**src/rtl/frame_aligner.sv**
```systemverilog
// frame_aligner
//   Word-boundary aligner that sits directly behind a deserializer and runs on
//   its word clock. Incoming words carry an unknown bit rotation. The block
//   slides a WORDWIDTH-bit window across two consecutive words, hunting for a
//   SYNC_PATTERN header that recurs every FRAME_LEN words. Once LOCK_HITS
//   on-time headers have been seen it declares lock. It then outputs re-aligned
//   words with a start-of-frame flag and counts header misses.
//
// Ports
//   clk       in   word clock
//   reset     in   asynchronous, active-low reset
//   din       in   [WORDWIDTH-1:0] deserialized word, MSB is the earliest bit
//   realign   in   pulse: abandon current alignment, resume search at next slip
//   clr_err   in   synchronous clear of err_cnt (wins over an increment)
//   dout      out  [WORDWIDTH-1:0] aligned word, one clock after its window
//   sof       out  dout sits at an expected header position (locked only)
//   locked    out  aligner is in the LOCKED state
//   slip      out  [SLIPWIDTH-1:0] current bit offset, 0..WORDWIDTH-1
//   err_cnt   out  [15:0] saturating count of header misses while locked
//   state_dbg out  [1:0] FSM state for observation: 0 SEARCH, 1 VERIFY, 2 LOCKED
//
// This block has no valid/ready handshake: a new word is accepted on every
// clock and an aligned word is produced on every clock.

module frame_aligner #(
    parameter int                  WORDWIDTH     = 40,
    parameter int                  SLIPWIDTH     = 6,
    parameter int                  SYNCWIDTH     = 16,
    parameter logic [SYNCWIDTH-1:0] SYNC_PATTERN = 16'hF0A5,
    parameter int                  FRAME_LEN     = 8,
    parameter int                  LOCK_HITS     = 3,
    parameter int                  UNLOCK_MISSES = 4
) (
    input  logic                 clk,
    input  logic                 reset,
    input  logic [WORDWIDTH-1:0] din,
    input  logic                 realign,
    input  logic                 clr_err,
    output logic [WORDWIDTH-1:0] dout,
    output logic                 sof,
    output logic                 locked,
    output logic [SLIPWIDTH-1:0] slip,
    output logic [15:0]          err_cnt,
    output logic [1:0]           state_dbg
);

    typedef enum logic [1:0] {
        SEARCH = 2'd0,
        VERIFY = 2'd1,
        LOCKED = 2'd2
    } state_t;

    localparam logic [7:0]           LAST_POS    = 8'(FRAME_LEN - 1);
    localparam logic [3:0]           LOCK_TARGET = 4'(LOCK_HITS);
    localparam logic [3:0]           MISS_LIMIT  = 4'(UNLOCK_MISSES);
    localparam logic [SLIPWIDTH-1:0] LAST_SLIP   = SLIPWIDTH'(WORDWIDTH - 1);

    state_t                 state, state_next;
    logic [WORDWIDTH-1:0]   prev_word;
    logic [7:0]             wcnt, wcnt_next;
    logic [7:0]             frame_pos, frame_pos_next;
    logic [3:0]             hit_cnt, hit_cnt_next;
    logic [3:0]             miss_cnt, miss_cnt_next;
    logic [SLIPWIDTH-1:0]   slip_next;
    logic [15:0]            err_next;
    logic                   err_inc;
    logic                   sof_next;

    // ------------------------------------------------------------------
    // Datapath: window selection and header detection
    // ------------------------------------------------------------------
    logic [2*WORDWIDTH-1:0] cat;
    logic [2*WORDWIDTH-1:0] shifted;
    logic [WORDWIDTH-1:0]   window;
    logic                   hit;
    logic [SLIPWIDTH-1:0]   slip_adv;
    logic [7:0]             frame_pos_inc;

    // Shifting left by slip and keeping the upper half is the same as taking
    // cat[2*WORDWIDTH-1-slip -: WORDWIDTH]; slip=0 selects prev_word.
    assign cat     = {prev_word, din};
    assign shifted = cat << slip;
    assign window  = shifted[2*WORDWIDTH-1 -: WORDWIDTH];
    assign hit     = (window[WORDWIDTH-1 -: SYNCWIDTH] == SYNC_PATTERN);

    assign slip_adv      = (slip == LAST_SLIP) ? '0 : slip + 1'b1;
    assign frame_pos_inc = (frame_pos == LAST_POS) ? 8'd0 : frame_pos + 8'd1;

    // ------------------------------------------------------------------
    // FSM process 1: state register
    // ------------------------------------------------------------------
    always_ff @(posedge clk or negedge reset) begin
        if (!reset) begin
            state <= SEARCH;
        end else begin
            state <= state_next;
        end
    end

    // ------------------------------------------------------------------
    // FSM process 2: next state and counter updates
    // ------------------------------------------------------------------
    always_comb begin
        state_next     = state;
        slip_next      = slip;
        wcnt_next      = wcnt;
        frame_pos_next = frame_pos;
        hit_cnt_next   = hit_cnt;
        miss_cnt_next  = miss_cnt;
        err_inc        = 1'b0;

        if (realign) begin
            // Forced re-search overrides whatever the current state decided.
            state_next     = SEARCH;
            slip_next      = slip_adv;
            wcnt_next      = 8'd0;
            hit_cnt_next   = 4'd0;
            miss_cnt_next  = 4'd0;
            frame_pos_next = 8'd0;
        end else begin
            case (state)
                SEARCH: begin
                    if (hit) begin
                        // The hit word is frame position 0, so the next one is 1.
                        state_next     = VERIFY;
                        frame_pos_next = 8'd1;
                        hit_cnt_next   = 4'd1;
                    end else if (wcnt == LAST_POS) begin
                        // A whole frame seen at this offset without a header.
                        slip_next = slip_adv;
                        wcnt_next = 8'd0;
                    end else begin
                        wcnt_next = wcnt + 8'd1;
                    end
                end

                VERIFY: begin
                    frame_pos_next = frame_pos_inc;
                    if (frame_pos == 8'd0) begin
                        if (hit) begin
                            hit_cnt_next = hit_cnt + 4'd1;
                            if (hit_cnt_next == LOCK_TARGET) begin
                                state_next    = LOCKED;
                                miss_cnt_next = 4'd0;
                            end
                        end else begin
                            state_next     = SEARCH;
                            slip_next      = slip_adv;
                            wcnt_next      = 8'd0;
                            hit_cnt_next   = 4'd0;
                            frame_pos_next = 8'd0;
                        end
                    end
                end

                LOCKED: begin
                    frame_pos_next = frame_pos_inc;
                    if (frame_pos == 8'd0) begin
                        if (hit) begin
                            miss_cnt_next = 4'd0;
                        end else begin
                            miss_cnt_next = miss_cnt + 4'd1;
                            err_inc       = 1'b1;
                            if (miss_cnt_next == MISS_LIMIT) begin
                                // Keep the offset: the link most likely
                                // glitched rather than changed rotation.
                                state_next     = SEARCH;
                                wcnt_next      = 8'd0;
                                miss_cnt_next  = 4'd0;
                                frame_pos_next = 8'd0;
                            end
                        end
                    end
                end

                default: begin
                    state_next = SEARCH;
                end
            endcase
        end
    end

    // ------------------------------------------------------------------
    // FSM process 3: outputs derived from the current state
    // ------------------------------------------------------------------
    always_comb begin
        sof_next  = (state == LOCKED) && (frame_pos == 8'd0);
        locked    = (state == LOCKED);
        state_dbg = state;
    end

    // Saturating error counter; a clear in the same cycle beats an increment.
    always_comb begin
        err_next = err_cnt;
        if (clr_err) begin
            err_next = 16'd0;
        end else if (err_inc && (err_cnt != 16'hFFFF)) begin
            err_next = err_cnt + 16'd1;
        end
    end

    // ------------------------------------------------------------------
    // Datapath and counter registers
    // ------------------------------------------------------------------
    always_ff @(posedge clk or negedge reset) begin
        if (!reset) begin
            prev_word <= '0;
            dout      <= '0;
            sof       <= 1'b0;
            slip      <= '0;
            wcnt      <= 8'd0;
            frame_pos <= 8'd0;
            hit_cnt   <= 4'd0;
            miss_cnt  <= 4'd0;
            err_cnt   <= 16'd0;
        end else begin
            prev_word <= din;
            dout      <= window;
            sof       <= sof_next;
            slip      <= slip_next;
            wcnt      <= wcnt_next;
            frame_pos <= frame_pos_next;
            hit_cnt   <= hit_cnt_next;
            miss_cnt  <= miss_cnt_next;
            err_cnt   <= err_next;
        end
    end

endmodule

```
**config.mk**
```make
export PLATFORM = sky130hd
export DESIGN_NAME = frame_aligner
export DESIGN_NICKNAME = d
export VERILOG_FILES = /design/src/rtl/frame_aligner.sv
export SDC_FILE = /design/constraint.sdc
export NUM_CORES = 1
export LEC_CHECK = 0
export ABC_AREA = 1
export CAP_MARGIN = 15
export CORE_ASPECT_RATIO = 1.2
export CORE_MARGIN = 4
export CORE_UTILIZATION = 30
export DETAILED_ROUTE_END_ITERATION = 10
export HOLD_SLACK_MARGIN = 0.1
export PLACE_DENSITY = 0.53
export SKIP_CTS_REPAIR_TIMING = 1
export SLEW_MARGIN = 20
export SYNTH_ARGS = -nofsm -noshare
export SYNTH_HDL_FRONTEND = slang
export SYNTH_SLANG_ARGS = --single-unit
export TNS_END_PERCENT = 50
```
**constraint.sdc**
```tcl
create_clock -name clk -period 6.6 [get_ports clk]
set_input_delay 1.32 -clock clk [delete_from_list [all_inputs] [get_ports clk]]
set_output_delay 1.32 -clock clk [all_outputs]
set_load 0.02 [all_outputs]
```
# Word level (Yosys, flattened, before mapping)
# Cells that the tools add are included.
# word_totals
register_bits	129
in_bits	44
out_inout_bits	66
# op_classes
add_sub_neg	6
eq_ne	20
n_shift	1
muxes	53
n_reduce_logical	14
# op_table
op	count
two-way mux 8 bit	16
<< shifter 80 x 6 -> 80 bit	1
case mux 8 bit (3 select lines)	2
two-way mux 4 bit	11
two-way mux 6 bit	6
two-way mux 16 bit	2
!= test 3 bit (second input constant)	8
adder 16 x 1 -> 16 bit (second input constant)	1
adder 8 x 1 -> 8 bit (second input constant)	2
== test 16 bit (second input constant)	1
== test 8 x 3 -> 1 bit (second input constant)	2
two-way mux 2 bit	8
!= test 16 bit (second input constant)	1
case mux 4 bit (2 select lines)	2
case mux 6 bit (2 select lines)	1
AND reduction 5 bit	2
adder 4 x 1 -> 4 bit (second input constant)	2
logical NOT 8 bit	1
AND reduction 7 bit	1
adder 6 x 1 -> 6 bit (second input constant)	1
== test 6 bit (second input constant)	1
!= test 3 x 2 -> 1 bit (second input constant)	2
case mux 2 bit (3 select lines)	1
AND reduction 6 bit	1
other kinds (13)	18

# Longest topological paths before layout
# Gate-level depths: netlist of the first run.
# depth
depth_word	9
depth_mapped	21

# Worst setup path after synthesis of the first run
# No wires, ideal clock.
# synth_path
kind	input to register
startpoint	input port din[31]
endpoint	register wcnt[5]
setup_time_ps	127
arrival_ps	2764
required_ps	6473
setup_slack_ps	3709
path_stages	17
path_cell_list	nand2_1 -> nand3_1 -> nand3_1 -> nand3_1 -> nand2_1 -> nand2_1 -> nand3_1 -> nand2_1 -> nor2_1 -> nand2_1 -> nor2_1 -> nand2_1 -> nand2_1 -> nand2_2 -> nand2_4 -> buf_6 -> o21ai_0
# synth_between
elab_chain_cells	4
# synth_rtl
item	line	text
start: declaration	36	input logic [WORDWIDTH-1:0] din,
<< shifter 80 x 6 -> 80 bit *	82	assign shifted = cat << slip;
via shifted[74]	73	logic [2*WORDWIDTH-1:0] shifted;
== test 16 bit *	84	assign hit = (window[WORDWIDTH-1 -: SYNCWIDTH] == SYNC_PATTERN);
!= test 3 bit (no source line)	-	
AND reduction 7 bit (no source line) *	-	
end signal: assignment	221	wcnt <= wcnt_next;
end: declaration	60	logic [7:0] wcnt, wcnt_next;
# Mark *: on every way through the listed nets, which the timed path passes. The rest lies on a longest branch.
# A chain may end at the register's enable or synchronous reset.

# Worst setup path after layout of the first run
# layout_path
startpoint	register slip[0]
endpoint	output port slip[0]
# layout_rtl
item	line	text
start: declaration	42	output logic [SLIPWIDTH-1:0] slip,
start signal: assignment	220	slip <= slip_next;
# No word-level cell between the ends.

==> summary.txt, run 1 <==
Detailed routing
  • WL per Instance: 19.9 um
  • Vias: 10658
  • # DRC: 0
  • Routed Antenna Nets: 0
  • Post-Route WL: 39.1 mm
  • Iteration-0 DRC Markers: 969
  • Pre-antenna DRT Iters: 5
  • Via-per-instance ratio: 5.43

Yosys
  • Mapped Nets: 1545
  • Mapped Avg Cell Area: 6.56 sq um
  • YS warnings: 0
  • Synth Instances: 1488
  • Most common cell in the netlist: nand3_1
  • Post-synth top cells: nand3_1 (529), nand2_1 (414), dfrtp_1 (129), inv_1 (67), nor2_1 (62)
  • FF+latch count, synth: 129
  • Seq/Total Area, Yosys: 33.1%
  • Yosys top cell by area: dfrtp_1
  • Largest cells by area after synthesis: dfrtp_1 (33%), nand3_1 (27%), nand2_1 (16%)
  • Yosys cell types: 37
  • Top FF cell, synth: dfrtp_1
  • Synth top area share: 33.1%
  • Post-synthesis instance area: 0.00976 sq mm
  • Post-synth ARST share: 100%
  • Post-synth EDFFs: 0

Setup path
  • Crit path max fanout: 43
  • CP startpoint kind: flip-flop
  • Worst Setup End Kind: output pin
  • Crit path required time: 5280 ps
  • CP max stage delay: 690 ps
  • Worst endpoint data arrival time: 2450 ps
  • Critical Path Most Common Cell: buf_4
  • Setup CP Type: reg2out
  • CP max stage cell: clkdlybuf4s50_1
  • Critical path, cell by cell: buf_4, buf_4, clkdlybuf4s50_1

Final layout
  • P&R area growth vs syn: 18.0%
  • Final std cells w/o fill: 1962
  • Fin util: 35.8%
  • Nets: 1599
  • Share of cells above drive strength 1: 4.31%
  • N_diodes: 0

Power
  • Sw frac: 56.3%
  • Maximum VDD drop: 0.189 mV
  • Clock Power Share: 15.4%
  • NetSw: 3.61 mW
  • Comb power frac: 67.4%
  • Power per Cell Area: 557 mW/mm^2
  • Int Pwr: 2.80 mW
  • Sequential power share: 17.2%
  • LEAKAGE: 5.16 nW

Outcome
  • Status: completed

Global routing
  • Global-route wire length before repair: 60.4 mm
  • Largest net degree at the start of global routing: 80
  • Number of global-route vias before repair: 10270
  • Initial antenna violation count: 0
  • Remaining global-route overflow: 0
  • GRT Overall Usage: 21.9%

Floorplanning
  • Row count: 72
  • Die width: 173 um
  • Die height: 206 um
  • Core area: 0.0322 sq mm
  • I/O pin cnt: 110
  • Initial Util: 30.4%
  • Full die area: 0.0355 sq mm

STA
  • Max Slew Vio Count: 0
  • Fin crit period: 3770 ps
  • Setup TNS: 0 ps
  • Fmax: 265 MHz
  • Worst-margin pin slew: 888 ps
  • Relative slew slack: 40.8%
  • Setup-failing EPs final: 0
  • Final period util: 57.1%
  • Clock Skew: 20.1 ps
  • Final Hold Fails: 0
  • RSZ-0062 raised after global routing: false

Placed design
  • Port-buffer cells: 109
  • DP Cell Count: 1930
  • DPL Wire Length: 29.2 mm
  • Routability cong.: 0.983

Clock tree
  • CTS sink cnt: 129
  • Clk Latency, worst-skew pair: 440 ps
  • Root buf cell: clkbuf_16
  • Cts bufs inserted: 17
  • CTS max path bufs: 2
  • CTS tree: yes
  • Max H-tree Level: 4
  • Clock transition at path regs: 70 ps

Run
  • Total of max-cap violations: 0

Min path
  • Hold Crit Class: reg2reg
## power by group through the flow
stage               sequential, mW  clock [mW]  combinational, mW
global route                  1.13        1.05               4.71
CTS                           1.11        1.02               4.29
floorplan                     1.25           0               2.70
global placement              1.12           0               4.30
finish                        1.11       0.985               4.32
detailed placement            1.13           0               4.28
## worst paths after layout
path                       slack (ps)        start             to  depth (start not counted)
setup / recovery                 2830      slip[0]        slip[0]                          3
hold / removal                    510  miss_cnt[3]    miss_cnt[3]                          2
setup reg to reg                 2870      slip[0]   frame_pos[0]                         20
hold reg to reg                   510  miss_cnt[3]    miss_cnt[3]                          2
max in group asynchronous        4350        reset        slip[1]                          2
min in group asynchronous         900        reset  prev_word[25]                          1
## cell usage in the layout (no fill, tap or decap), drive strengths merged
| master | count |
|---|---|
| nand3 | 529 |
| nand2 | 420 |
| dfrtp | 129 |
| clkdlybuf4s50 | 108 |
| inv | 79 |
| nor2 | 66 |
| o21ai | 65 |
| a21oi | 29 |
| clkbuf | 19 |
| xor2 | 16 |
| nor3 | 14 |
| buf | 14 |
| ha | 13 |
| nand4 | 10 |
| o221ai | 8 |
| nand3b | 6 |
| o311ai | 6 |
| xnor2 | 5 |
| nor4 | 4 |
| clkinvlp | 3 |
| clkinv | 3 |
| bufinv | 2 |
| and2 | 1 |
| a22oi | 1 |
| a31oi | 1 |
| o31ai | 1 |
| a211oi | 1 |
| or2 | 1 |
| and3 | 1 |
## cell type report
class,instances,area (sq um)
clock buffer,19,443
tap,407,509
timing repair buffer,122,1190
multi-input combinational,1198,5720
sequential,129,3230
inverter,74,280
fill,3470,20600
clock inverter,13,149
## sequential cells by signal, indices dropped and copies added (netlist names)
| name | cells |
|---|---|
| miss_cnt | 4 |
| wcnt | 8 |
| slip | 6 |
| dout | 40 |
| prev_word | 40 |
| frame_pos | 8 |
| hit_cnt | 4 |
| state_dbg | 2 |
| sof | 1 |
| err_cnt | 16 |
## routing by layer
metal | global-route usage (%) | up-vias | share of wire (%)
li1 | - | 5180 | -
met1 | 26.3 | 5059 | 41
met2 | 38.1 | 349 | 49
met3 | 3.23 | 70 | 4.7
met4 | 11.6 | 0 | 5.5
met5 | 0 | - | 0
## critical path, delay by kind of cell, from the launching register on
| kind | cells | cell delay (ps) |
|---|---|---|
| buf+inv | 3 | 1570 |
| flops | 1 | 390 |
## cell families after synthesis
family	after synthesis	synth area share [%]
and+or+nand+nor	1052	48.6
buffers and inverters	161	8.41
DFF	129	33.1
AOI/OAI and AO/OA	112	6.41
xor gates and xnor gates	21	1.88
adders and majority gates	13	1.67
## metrics by stage
step           worst slack, ps  total power, mW  hold slack [ps]  instance area, sq um
2_1_floorplan             3710             3.94              473                  9760
3_3_place_gp              2460             5.42              494                 10900
3_5_place_dp              2430             5.40              504                 10900
4_1_cts                   2810             6.42              520                 11500
5_1_grt                   2440             6.89              549                 11500
6_report                  2830             6.41              514                 11500
Note: power is estimated with default switching activity, not from simulation.
==> inputs of run 2 (changes only) <==
--- a/config.mk
+++ b/config.mk
@@ -12,7 +12,7 @@
 export CORE_UTILIZATION = 30
 export DETAILED_ROUTE_END_ITERATION = 10
 export HOLD_SLACK_MARGIN = 0.1
-export PLACE_DENSITY = 0.53
+export PLACE_DENSITY = 0.55
 export SKIP_CTS_REPAIR_TIMING = 1
 export SLEW_MARGIN = 20
 export SYNTH_ARGS = -nofsm -noshare
==> constraint.sdc (replaced) <==
create_clock -name clk -period 3.41 [get_ports clk]
set_input_delay 0.682 -clock clk [delete_from_list [all_inputs] [get_ports clk]]
set_output_delay 0.682 -clock clk [all_outputs]
set_load 0.02 [all_outputs]
==> run 2 against run 1 <==
- sequential power is 90% higher
- die area stayed put
- design area grew 2.5%
- sequential cell count stayed put
- combinational power rose by 100%
- clock power is 87% higher
- clock-buffer cell count stayed put
- cell count is 1.2% higher
- highest routed layer unchanged
==> summary.txt, run 2 (synthesized netlist as in run 1, its figures left out) <==
Floorplanning
  • Full die area: 0.0355 sq mm
  • I/O pin cnt: 110
  • Die width: 173 um
  • Die height: 206 um
  • Row count: 72
  • Core area: 0.0322 sq mm
  • Initial Util: 30.4%

Setup path
  • Worst Setup End Kind: flip-flop
  • Top delay family on crit path: simple AND/OR/NAND/NOR gates
  • CP startpoint kind: flip-flop
  • CP Buf/Inv Count: 3
  • Crit path max fanout: 81
  • Worst endpoint data arrival time: 3380 ps
  • Critical Path Most Common Cell: nand2_1
  • Setup CP Type: reg2reg
  • Crit path required time: 3780 ps
  • CP max stage delay: 420 ps
  • CP max stage cell: dfrtp_2
  • Critical path, cell by cell: inv_2, buf_12, nand2_1, nand3_1, nand3_1, nand3_1, nand2_1, nand2_1, nand3_1, nand2_1, nand2_1, inv_1, nand2_1, nor2_1, nand2_1, nand2_1, nand2_1, nand2_1, nand2_1, a21oi_1

Power
  • Maximum VDD drop: 0.352 mV
  • Power per Cell Area: 1080 mW/mm^2
  • LEAKAGE: 5.32 nW

Global routing
  • Remaining global-route overflow: 0
  • Largest net degree at the start of global routing: 85
  • Number of global-route vias before repair: 10385
  • Initial antenna violation count: 0
  • GRT Overall Usage: 22.0%
  • Global-route wire length before repair: 60.8 mm

STA
  • Final worst slack: 397 ps
  • RSZ-0062 raised after global routing: false
  • Max Slew Vio Count: 0
  • Relative slew slack: 53.3%
  • Final period util: 88.4%
  • Fmax: 332 MHz
  • Clock Skew: 15.3 ps
  • Fin crit period: 3010 ps
  • Worst-margin pin slew: 699 ps
  • Final Hold Fails: 0
  • Setup-failing EPs final: 0
  • Setup TNS: 0 ps

Clock tree
  • Max H-tree Level: 4
  • Root buf cell: clkbuf_16
  • CTS tree: yes
  • Clk Latency, worst-skew pair: 440 ps
  • Cts bufs inserted: 17
  • CTS sink cnt: 129
  • CTS max path bufs: 2
  • Clock transition at path regs: 70 ps

Detailed routing
  • Iteration-0 DRC Markers: 1112
  • # DRC: 0
  • WL per Instance: 19.8 um
  • Via-per-instance ratio: 5.38
  • Vias: 10676
  • Routed Antenna Nets: 0
  • Pre-antenna DRT Iters: 6
  • Post-Route WL: 39.4 mm

Final layout
  • Fill count: 3435
  • Final std cells w/o fill: 1986
  • Share of cells above drive strength 1: 5.76%
  • FF+latch area: 0.00323 sq mm
  • P&R area growth vs syn: 20.9%
  • N_diodes: 0
  • Nets: 1623
  • Fin area: 0.0118 sq mm
  • Multi-input logic area: 0.00572 sq mm
  • Most frequent cells in the layout: nand3_1 (529), nand2_1 (414), dfrtp_1 (125)
  • Commonest non-fill, non-tap cell in the layout: nand3_1
  • Largest regs: dout x40, prev_word x40, err_cnt x16

Placed design
  • Area post-placement: 0.0112 sq mm
  • Routability cong.: 1.01
  • Port-buffer cells: 109
  • DP Cell Count: 1954
  • DP Worst Slack: -38.8 ps
  • DPL Wire Length: 30.0 mm

Min path
  • Hold Crit Class: in2async

Outcome
  • Status: completed

Run
  • Total of max-cap violations: 0
-- run 2: worst register-to-register path: cells and delay by family (launching register included) --
| kind | cells | cell delay, ps |
|---|---|---|
| flops | 1 | 420 |
| compound gates | 1 | 140 |
| simple gates | 16 | 1980 |
| buf+inv | 3 | 420 |
-- run 2: area by class of cell --
class | count | share of cell area (%)
Inverter | 74 | 2.39
Multi-Input combinational cell | 1198 | 48.4
Clock buffer | 19 | 3.75
Timing Repair Buffer | 146 | 12.7
Sequential cell | 129 | 27.4
Clock inverter | 13 | 1.07
Tap cell | 407 | 4.31
-- run 2: final timing paths --
kind,from,to,slack [ps],cells past startpoint
min reg2reg,hit_cnt[3],hit_cnt[3],510,2
max in group asynchronous,reset,dout[26],2460,2
min,reset,prev_word[23],180,1
max reg2reg,slip[0],frame_pos[0],400,20
max,slip[0],frame_pos[0],400,20
min in group clk,hit_cnt[3],hit_cnt[3],510,2
-- run 2: per-stage QoR --
step	total power, mW	hold slack, ps	utilization [%]
6_report	12.8	185	36.7
5_1_grt	13.8	219	36.7
4_1_cts	12.8	198	36.7
3_5_place_dp	10.9	499	34.9
3_3_place_gp	10.9	498	34.9
2_1_floorplan	7.63	386	-
-- run 2: power by group --
part / internal [mW] / total (mW) / leakage, nW / switching (mW)
clock network: 1.04 / 1.84 / 0.279 / 0.800
registers: 1.90 / 2.11 / 1.59 / 0.209
logic: 2.74 / 8.83 / 3.44 / 6.09
-- run 2: metal layers --
metal	GRT usage (%)	wire (um)
met5	0	0
met4	12.3	2420
met3	4.06	2010
met2	37.9	19000
met1	26.1	15900
